### config.mk
export PLATFORM = sky130hd
export DESIGN_NAME = fc_acc_buffer_nbank
export DESIGN_NICKNAME = d
export VERILOG_FILES = /design/src/rtl/fc_acc_buffer_nbank_pkg.sv /design/src/rtl/fc_acc_buffer_nbank_lane.sv /design/src/rtl/fc_acc_buffer_nbank.sv
export SDC_FILE = /design/constraint.sdc
export NUM_CORES = 1
export LEC_CHECK = 0
export BUFFER_PORTS_ARGS = -buffer_cell sky130_fd_sc_hd__buf_2
export CELL_PAD_IN_SITES_DETAIL_PLACEMENT = 1
export CELL_PAD_IN_SITES_GLOBAL_PLACEMENT = 1
export CORE_AREA = 2 2 77 116
export CTS_BUF_LIST = sky130_fd_sc_hd__clkbuf_16
export DETAILED_ROUTE_END_ITERATION = 10
export DIE_AREA = 0 0 79 118
export PLACE_DENSITY = 0.88
export SYNTH_ARGS = -nofsm -noshare
export SYNTH_HDL_FRONTEND = slang
export SYNTH_SLANG_ARGS = --single-unit
export TNS_END_PERCENT = 1
### constraint.sdc
create_clock -name clk -period 3.8 [get_ports clk]
set_clock_uncertainty 0.1 [all_clocks]
set_input_delay 0.76 -clock clk [delete_from_list [all_inputs] [get_ports clk]]
set_output_delay 0.76 -clock clk [all_outputs]
set_load 0.01 [all_outputs]
### src/rtl/fc_acc_buffer_nbank_pkg.sv
// Shared types and helpers for the N-bank FC accumulation buffer.
package fc_buf_pkg;

  typedef enum logic [1:0] {BANK_FREE, BANK_ACC, BANK_FULL} bank_state_e;

  // Pointer width; a 2-bank buffer still needs one bit.
  function automatic int ptr_w(input int n);
    return (n <= 2) ? 1 : $clog2(n);
  endfunction

  // Increment that wraps at n, so n need not be a power of two.
  function automatic int wrap_inc(input int p, input int n);
    return (p >= n - 1) ? 0 : p + 1;
  endfunction

endpackage

### src/rtl/fc_acc_buffer_nbank_lane.sv
// One accumulator lane: unsigned add of an addend into a running sum, clamping or wrapping on carry.
module fc_acc_lane #(
  parameter int IWID = 8,
  parameter int OWID = 12,
  parameter int SAT  = 1
) (
  input  logic [IWID-1:0] i_add,
  input  logic [OWID-1:0] i_acc,
  output logic [OWID-1:0] o_sum,
  output logic            o_carry
);

  logic [OWID:0] w_s;

  assign w_s     = {1'b0, i_acc} + {{(OWID + 1 - IWID){1'b0}}, i_add};
  assign o_carry = w_s[OWID];
  assign o_sum   = ((SAT != 0) && w_s[OWID]) ? {OWID{1'b1}} : w_s[OWID-1:0];

endmodule

### src/rtl/fc_acc_buffer_nbank.sv
// Rotating N-bank accumulation buffer: one bank accumulates while closed banks drain in order.
// Closed banks are presented straight from registers; the input stalls only on a close into a full ring.
module fc_acc_buffer_nbank
  import fc_buf_pkg::*;
#(
  parameter int IDIM  = 1,
  parameter int IWID  = $clog2(110*32) + 1,
  parameter int OWID  = $clog2(110*32) + 1 + 10,
  parameter int NBANK = 2,
  parameter int SAT   = 1
) (
  input  logic                       clk,
  input  logic                       rst,
  input  logic                       iValid,
  output logic                       iReady,
  input  logic                       iLast,
  input  logic                       iClear,
  input  logic [IDIM*IWID-1:0]       iData,
  output logic                       oValid,
  input  logic                       oReady,
  output logic [IDIM*OWID-1:0]       oData,
  output logic                       oOvf,
  output logic [$clog2(NBANK+1)-1:0] oLevel
);

  localparam int PW = ptr_w(NBANK);
  localparam int LW = $clog2(NBANK + 1);
  typedef logic [PW-1:0] ptr_t;
  typedef logic [LW-1:0] cnt_t;

  ptr_t                 r_wptr;
  ptr_t                 r_rptr;
  cnt_t                 r_fcnt;
  logic [IDIM*OWID-1:0] r_bank [NBANK];
  logic [NBANK-1:0]     r_ovf;
  logic [NBANK-1:0]     r_full;

  logic [IDIM*OWID-1:0] w_acc;
  logic [IDIM*OWID-1:0] w_sum;
  logic [IDIM-1:0]      w_carry;
  logic                 w_accept;
  logic                 w_close;
  logic                 w_pop;
  ptr_t                 w_wnext;
  ptr_t                 w_rnext;
  bank_state_e          w_state [NBANK];

  // iReady looks only at the current fill count, never at oReady.
  assign iReady   = ~(iLast & (r_fcnt == cnt_t'(NBANK - 1)));
  assign w_accept = iValid & iReady;
  assign w_close  = w_accept & iLast & ~iClear;
  assign w_pop    = oValid & oReady;
  assign w_wnext  = ptr_t'(wrap_inc(int'(r_wptr), NBANK));
  assign w_rnext  = ptr_t'(wrap_inc(int'(r_rptr), NBANK));
  assign w_acc    = r_bank[r_wptr];

  assign oValid = (r_fcnt != '0);
  assign oData  = r_bank[r_rptr];
  assign oOvf   = r_ovf[r_rptr];
  assign oLevel = r_fcnt;

  for (genvar l = 0; l < IDIM; l++) begin : g_lane
    fc_acc_lane #(.IWID(IWID), .OWID(OWID), .SAT(SAT)) u_lane (
      .i_add   (iData[l*IWID +: IWID]),
      .i_acc   (w_acc[l*OWID +: OWID]),
      .o_sum   (w_sum[l*OWID +: OWID]),
      .o_carry (w_carry[l])
    );
  end

  always_ff @(posedge clk) begin
    if (rst) begin
      for (int b = 0; b < NBANK; b++) r_bank[b] <= '0;
      r_ovf  <= '0;
      r_full <= '0;
      r_wptr <= '0;
      r_rptr <= '0;
      r_fcnt <= '0;
    end else begin
      if (iClear) begin
        r_bank[r_wptr] <= '0;
        r_ovf[r_wptr]  <= 1'b0;
      end else if (w_accept) begin
        r_bank[r_wptr] <= w_sum;
        r_ovf[r_wptr]  <= r_ovf[r_wptr] | (|w_carry);
        if (iLast) begin
          // The bank we move into is wiped here so it never carries stale sums.
          r_full[r_wptr]  <= 1'b1;
          r_wptr          <= w_wnext;
          r_bank[w_wnext] <= '0;
          r_ovf[w_wnext]  <= 1'b0;
        end
      end
      if (w_pop) begin
        r_rptr         <= w_rnext;
        r_full[r_rptr] <= 1'b0;
      end
      case ({w_close, w_pop})
        2'b10:   r_fcnt <= r_fcnt + cnt_t'(1);
        2'b01:   r_fcnt <= r_fcnt - cnt_t'(1);
        default: r_fcnt <= r_fcnt;
      endcase
    end
  end

  always_comb begin
    for (int b = 0; b < NBANK; b++) begin
      w_state[b] = BANK_FREE;
      if (r_full[b])               w_state[b] = BANK_FULL;
      else if (ptr_t'(b) == r_wptr) w_state[b] = BANK_ACC;
    end
  end

  a_wbank_acc: assert property (@(posedge clk) disable iff (rst)
    w_state[r_wptr] == BANK_ACC);
  a_rbank_full: assert property (@(posedge clk) disable iff (rst)
    oValid == (w_state[r_rptr] == BANK_FULL));

endmodule
==> results of run 1 <==
==> routing by layer <==
metal	vias up	track usage [%]	wire length (µm)
li1	1612	-	-
met1	1659	25.49	4133
met2	75	42.53	5896
met3	30	2.531	267
met4	0	12.82	440
met5	-	0	0
==> power by group through the flow <==
stage | clock network [µW] | registers (µW) | logic, µW
6_report | 441 | 619 | 443
5_1_grt | 468 | 623 | 484
4_1_cts | 453 | 620 | 446
3_5_place_dp | 0 | 633 | 442
3_3_place_gp | 0 | 630 | 424
2_1_floorplan | 0 | 634 | 307
==> worst max-delay path: stages, from the launching register on <==
cell and delay, ns:
dfxtp_1 0.31, buf_4 0.37, mux2_2 0.39, ha_1 0.38
o211ai_1 0.13, o211ai_1 0.33, nand3_1 0.28, a211oi_1 0.40
mux2_2 0.40, o21ai_0 0.17
==> flip-flops by register name, indices dropped and copies added, names as in the netlist, named ones only <==
name and count:
oLevel 2, r_wptr 1, r_ovf 2, r_rptr 1
r_bank 46
==> through the flow <==
step / hold WS, ns / util [%] / instances / setup slack [ns]
after floorplan: 0.3358 / - / 419 / 0.3860
after global placement: 0.3517 / 46.94 / 558 / 0.6061
after detailed placement: 0.3710 / 46.94 / 558 / 0.4949
after CTS: 0.3818 / 48.60 / 566 / 0.4546
after global routing: 0.4051 / 48.60 / 566 / 0.1894
final: 0.3805 / 48.60 / 566 / 0.4515
==> worst min-delay path by stage <==
stage	slack, ns	cells past startpoint	startpoint	to
2_1_floorplan	0.34	2	r_bank[1][0]	r_bank[1][0]
3_3_place_gp	0.35	2	r_bank[1][5]	r_bank[1][5]
3_5_place_dp	0.37	2	r_bank[0][4]	r_bank[0][4]
4_1_cts	0.38	2	r_ovf[0]	r_ovf[0]
5_1_grt	0.41	2	r_bank[1][4]	r_bank[1][4]
6_report	0.38	2	r_bank[0][4]	r_bank[0][4]
==> logic make-up after synthesis <==
| logic type | synth area share (%) |
|---|---|
| AND/OR/NAND/NOR | 17.53 |
| AO/OA/AOI/OAI | 23.13 |
| XOR/XNOR | 3.184 |
| buffers and inverters | 3.394 |
| adder cells (fa/ha/maj) | 6.158 |
| multiplexers | 16.38 |
| flip-flops | 30.23 |
==> area by class of cell <==
type / count / area (µm²) / area share [%]
Timing Repair Buffer: 52 / 275.3 / 6.815
Sequential cell: 54 / 1081 / 26.77
Tap cell: 107 / 133.9 / 3.315
Multi-Input combinational cell: 335 / 2374 / 58.77
Clock buffer: 5 / 125.1 / 3.098
Inverter: 10 / 37.54 / 0.9294
Clock inverter: 3 / 12.51 / 0.3098
==> cell usage in the layout (no fill, tap or decap), drive strengths merged, types with 4 or more instances in the layout <==
cell    instances
clkbuf          5
a31o            4
xnor2           8
a22o            5
ha             16
a21oi          31
nor2           24
o211ai          7
and2            8
dfxtp          54
xor2            5
o21ai          35
a211oi          8
o21a            5
nand3          12
mux2           44
a221o           6
mux2i           9
nand4           5
and3            6
nand2          54
inv            11
buf            52
==> metrics.md, run 1 <==
| Metric | Value |
|---|---|
| Fillers | 1053 |
| R2R Path End | r_bank[0][19] |
| Clock Power Share | 29.3% |
| Grt ovf | 0 |
| Vias in the first global route | 3497 |
| Final max-slew violation count | 0 |
| Syn Nets | 455 |
| Max Cap Viol | 0 |
| Combinational share of power | 29.4% |
| Post-synth cell types | 54 |
| CTS H-Tree Depth | 2 |
| Power Dens Cells | 372.2 mW/mm² |
| CP arrival | 3.46 ns |
| Largest net degree at the start of global routing | 32 |
| CTS sink count | 54 |
| Crit path kind | flip-flop to flip-flop |
| Pint | 1016 µW |
| Root Driver | clkbuf_16 |
| Mean routed wirelength per cell | 18.97 µm |
| Worst-path clk slew | 0.07 ns |
| DR DRC count | 0 |
| Predominant post-synthesis flop cell | dfxtp_1 |
| CTS tree | built |
| Layout cells sized above 1 | 24.84% |
| Async set-or-reset flop fraction in the synthesized netlist | 0% |
| Crit share post-route | 88.12% |
| Sw power | 486.7 µW |
| Gpl congestion | 0.8882 |
| DIE AREA | 0.009322 mm² |
| Pleak | 0.001706 µW |
| CTS resizes | 0 |
| Most frequent cell after synthesis | dfxtp_1 |
| Final nets | 494 |
| Width of the chip | 79 µm |
| Total chip power | 1503 µW |
| Gr usage total | 23.32% |
| TNS Setup | 0 ns |
| Max FO, Critical Path | 31 |
| Fmax | 0.2986 GHz |
| Hold Buf Count CTS | 0 |
| Port Buf Inserts | 46 |
| Die height | 118 µm |
| Largest area contributor in the netlist | dfxtp_1 |
| Sequential Power Share | 41.2% |
| Clock latency at the later pin of the worst-skew pair | 0.29 ns |
| Area Overhead vs Synth | 12.95% |
| Status | finished, final reports clean |
| ANT nets after route | 0 |
| TritonRoute pass-1 iters | 4 |
| Clk buf depth | 2 |
| Critical Path End | r_bank[0][19] |
| Initial core utilization | 43.03% |
| Inserted Clock Buffers | 5 |
| Crit end category | flip-flop |
| RSZ-0062 raised after global routing | no |
| Synth area leaders | dfxtp_1 (30%), mux2_2 (14%), ha_1 (5.6%), nand2_1 (5.6%), o21ai_0 (4.8%) |
| Hold Crit Class | flip-flop to flip-flop |
| FF-to-FF path depth | 9 |
| Post-synth top cells | dfxtp_1 (54), nand2_1 (53), mux2_2 (44) |
| R2r setup slk | 0.45 ns |
| Post-CTS Setup Inserts | 0 |
| Setup crit start kind | flip-flop |
| Syn. warnings | 0 |
| Row count | 41 |
| Placed cell area | 0.003901 mm² |
| Synth top area share | 30.23% |
| Sw Share | 32.38% |
| Seq/Total Area, Yosys | 30.23% |
| Ant diodes | 0 |
| Post-Syn Area | 0.003576 mm² |
| Vias | 3376 |
| Post-Route WL | 10.74 mm |
| Maximum vdd drop | 0.1658 mV |
| First-pass GRT wire length | 17.15 mm |
| Worst slew margin | 31.80% |
| Core ar. | 0.008310 mm² |
| Number of top-level pins | 47 |
| Initial antenna violation count | 0 |
| Synthesized flop and latch total | 54 |
| Post-synth EDFFs | 0 |
| Setup Viol. Count Final | 0 |
| Vias/cell | 5.965 |
| Post-Syn Area per Cell | 8.534 µm² |
| DR iter-0 viols | 165 |
| Worst Tran Pin Value | 1.023 ns |
| Worst path required time | 3.91 ns |
| Post-route minimum period | 3.348 ns |
| Dpl hpwl | 7.993 mm |
| Post-synthesis cell count | 419 |
| Finished Cell Area | 0.004039 mm² |
| Final Hold Violating Endpoints | 0 |
Power figures use the tool's default switching activity.
==> run 2: changes to the inputs <==
CORE_AREA = 2 2 75 112   (was 2 2 77 116)
DIE_AREA = 0 0 77 114   (was 0 0 79 118)
PLACE_DENSITY = 0.92   (was 0.88)
clock period = 4.2 ns   (was 3.8 ns; I/O delays follow)
==> metrics.md, run 2 (synthesized netlist as in run 1, its figures left out) <==
| Metric | Value |
|---|---|
| Status | finished, final reports clean (unchanged) |
| Hold Buf Count CTS | 0 (unchanged) |
| Dpl hpwl | 8.035 mm (was 7.993 mm) |
| Worst Tran Pin Value | 1.024 ns (was 1.023 ns) |
| First-pass GRT wire length | 18.06 mm (was 17.15 mm) |
| TNS Setup | 0 ns (unchanged) |
| Hold Crit Class | flip-flop to flip-flop (unchanged) |
| Pleak | 0.001701 µW (was 0.001706 µW) |
| Root Driver | clkbuf_16 (unchanged) |
| FF-to-FF path depth | 9 (unchanged) |
| Width of the chip | 77 µm (was 79 µm) |
| Number of top-level pins | 47 (unchanged) |
| Hold Path Sink | r_ovf[0] (was r_bank[0][4]) |
| Hold Crit Start | r_ovf[0] (was r_bank[0][4]) |
| CTS H-Tree Depth | 2 (unchanged) |
| RSZ-0062 raised after global routing | no (unchanged) |
| R2r setup slk | 0.31 ns (was 0.45 ns) |
| Initial core utilization | 45.22% (was 43.03%) |
| Max Cap Viol | 0 (unchanged) |
| Fmax | 0.2572 GHz (was 0.2986 GHz) |
| Ant diodes | 0 (unchanged) |
| Final setup margin | 0.3117 ns (was 0.4515 ns) |
| Post-CTS Setup Inserts | 0 (unchanged) |
| Crit end category | flip-flop (unchanged) |
| Vias/cell | 6.110 (was 5.965) |
| Mean routed wirelength per cell | 19.77 µm (was 18.97 µm) |
| Post-route minimum period | 3.888 ns (was 3.348 ns) |
| Post-Route WL | 11.15 mm (was 10.74 mm) |
| CTS sink count | 54 (unchanged) |
| CP arrival | 4.01 ns (was 3.46 ns) |
| DR DRC count | 0 (unchanged) |
| CTS resizes | 0 (unchanged) |
| Row count | 40 (was 41) |
| Biggest register | r_bank (unchanged) |
| Fillers | 1022 (was 1053) |
| Vias | 3446 (was 3376) |
| Worst path required time | 4.32 ns (was 3.91 ns) |
| ANT nets after route | 0 (unchanged) |
| Maximum vdd drop | 0.1896 mV (was 0.1658 mV) |
| Grt ovf | 0 (unchanged) |
| Port Buf Inserts | 46 (unchanged) |
| Final nets | 494 (unchanged) |
| Setup crit start kind | flip-flop (unchanged) |
| WHS Path Cells | 2 (unchanged) |
| Setup Viol. Count Final | 0 (unchanged) |
| Crit path kind | flip-flop to flip-flop (unchanged) |
| Most common cell after layout, fill and taps aside | dfxtp_1 (unchanged) |
| Dpl cells | 556 (was 558) |
| Largest register FFs | 46 (unchanged) |
| Area Overhead vs Synth | 12.98% (was 12.95%) |
| Gpl congestion | 0.8915 (was 0.8882) |
| Worst-path clk slew | 0.07 ns (about the same) |
| Layout cells sized above 1 | 25.05% (was 24.84%) |
| Largest net degree at the start of global routing | 24 (was 32) |
| Final max-slew violation count | 0 (unchanged) |
| TritonRoute pass-1 iters | 4 (unchanged) |
| Commonest non-fill, non-tap cells in the layout | dfxtp_1 (54), nand2_1 (53), buf_2 (46), mux2_2 (44), o21ai_0 (34) (unchanged) |
| CTS tree | built (unchanged) |
| Post-Place Setup Slack | 0.4563 ns (was 0.4949 ns) |
| Clk buf depth | 2 (unchanged) |
| DR iter-0 viols | 137 (was 165) |
| Final Hold Violating Endpoints | 0 (unchanged) |
| R2R Path End | r_bank[1][21] (was r_bank[0][19]) |
| Finished Layout Cells | 564 (was 566) |
| Die height | 114 µm (was 118 µm) |
| Vias in the first global route | 3688 (was 3497) |
| Crit share post-route | 92.58% (was 88.12%) |
| Worst slew margin | 31.64% (was 31.80%) |
| Power Dens Cells | 340.1 mW/mm² (was 372.2 mW/mm²) |
| DIE AREA | 0.008778 mm² (was 0.009322 mm²) |
| Initial antenna violation count | 0 (unchanged) |
| Max FO, Critical Path | 21 (was 31) |
| Gr usage total | 25.95% (was 23.32%) |
| Core ar. | 0.007908 mm² (was 0.008310 mm²) |
| Inserted Clock Buffers | 5 (unchanged) |
| Clock latency at the later pin of the worst-skew pair | 0.30 ns (was 0.29 ns) |
==> run 2: changes by cell type in the layout (fill, tap and decap cells not counted), sizes merged <==
cell / before / now
clkinvlp: 0 / 1
inv: 11 / 10
==> run 2: worst max-delay path, cell delays in order (launching register included) <==
cell and delay [ns]:
dfxtp_1 1.00, mux2_2 0.42, ha_1 0.44, a21oi_1 0.13
o21ai_0 0.34, a21boi_1 0.24, a21oi_2 0.49, buf_4 0.25
and3b_1 0.20, o31ai_1 0.18
==> run 2: area by class of cell <==
| type | instances | area (µm²) | area share [%] |
|---|---|---|---|
| flip-flops and latches | 54 | 1081 | 26.76 |
| well taps | 105 | 131.4 | 3.252 |
| inverters | 10 | 37.54 | 0.9291 |
| clock buffers | 5 | 125.1 | 3.097 |
| clock inverters | 3 | 16.27 | 0.4026 |
| repair buffers | 52 | 275.3 | 6.813 |
| multi-input cells | 335 | 2374 | 58.75 |
==> run 2: how the worst max path moves through the flow <==
stage | cells past startpoint | endpoint | slack [ns] | start
4_1_cts | 9 | r_bank[1][21] | 0.36 | flip-flop
2_1_floorplan | 12 | r_bank[0][19] | 0.79 | flip-flop
6_report | 9 | r_bank[1][21] | 0.31 | flip-flop
3_3_place_gp | 9 | r_bank[0][21] | 0.60 | flip-flop
5_1_grt | 9 | r_bank[0][21] | 0.08 | flip-flop
3_5_place_dp | 9 | r_bank[1][21] | 0.46 | flip-flop
==> run 2: per-stage QoR <==
step | power [µW] | hold WS, ns | utilization (%) | instance area [µm²]
after floorplan | 852.0 | 0.3358 | - | 3576
after global placement | 950.2 | 0.3552 | 49.30 | 3899
after detailed placement | 968.4 | 0.3731 | 49.30 | 3899
after CTS | 1385 | 0.3848 | 51.09 | 4040
after global routing | 1443 | 0.4148 | 51.09 | 4040
final | 1374 | 0.3811 | 51.09 | 4040
==> run 2: per-layer routing <==
| metal | wire length (µm) | global-route usage [%] | vias up |
|---|---|---|---|
| met2 | 5969 | 48.71 | 90 |
| met3 | 450 | 3.956 | 43 |
| met5 | 0 | 0 | - |
| met4 | 562 | 15.83 | 0 |
| li1 | - | - | 1609 |
| met1 | 4170 | 26.84 | 1704 |
==> run 2: where the power goes <==
| group | total (µW) | switching [µW] | internal, µW |
|---|---|---|---|
| Clock | 411 | 193 | 218 |
| Combinational | 396 | 233 | 163 |
| Sequential | 567 | 26.8 | 540 |
| Total | 1370 | 453 | 921 |
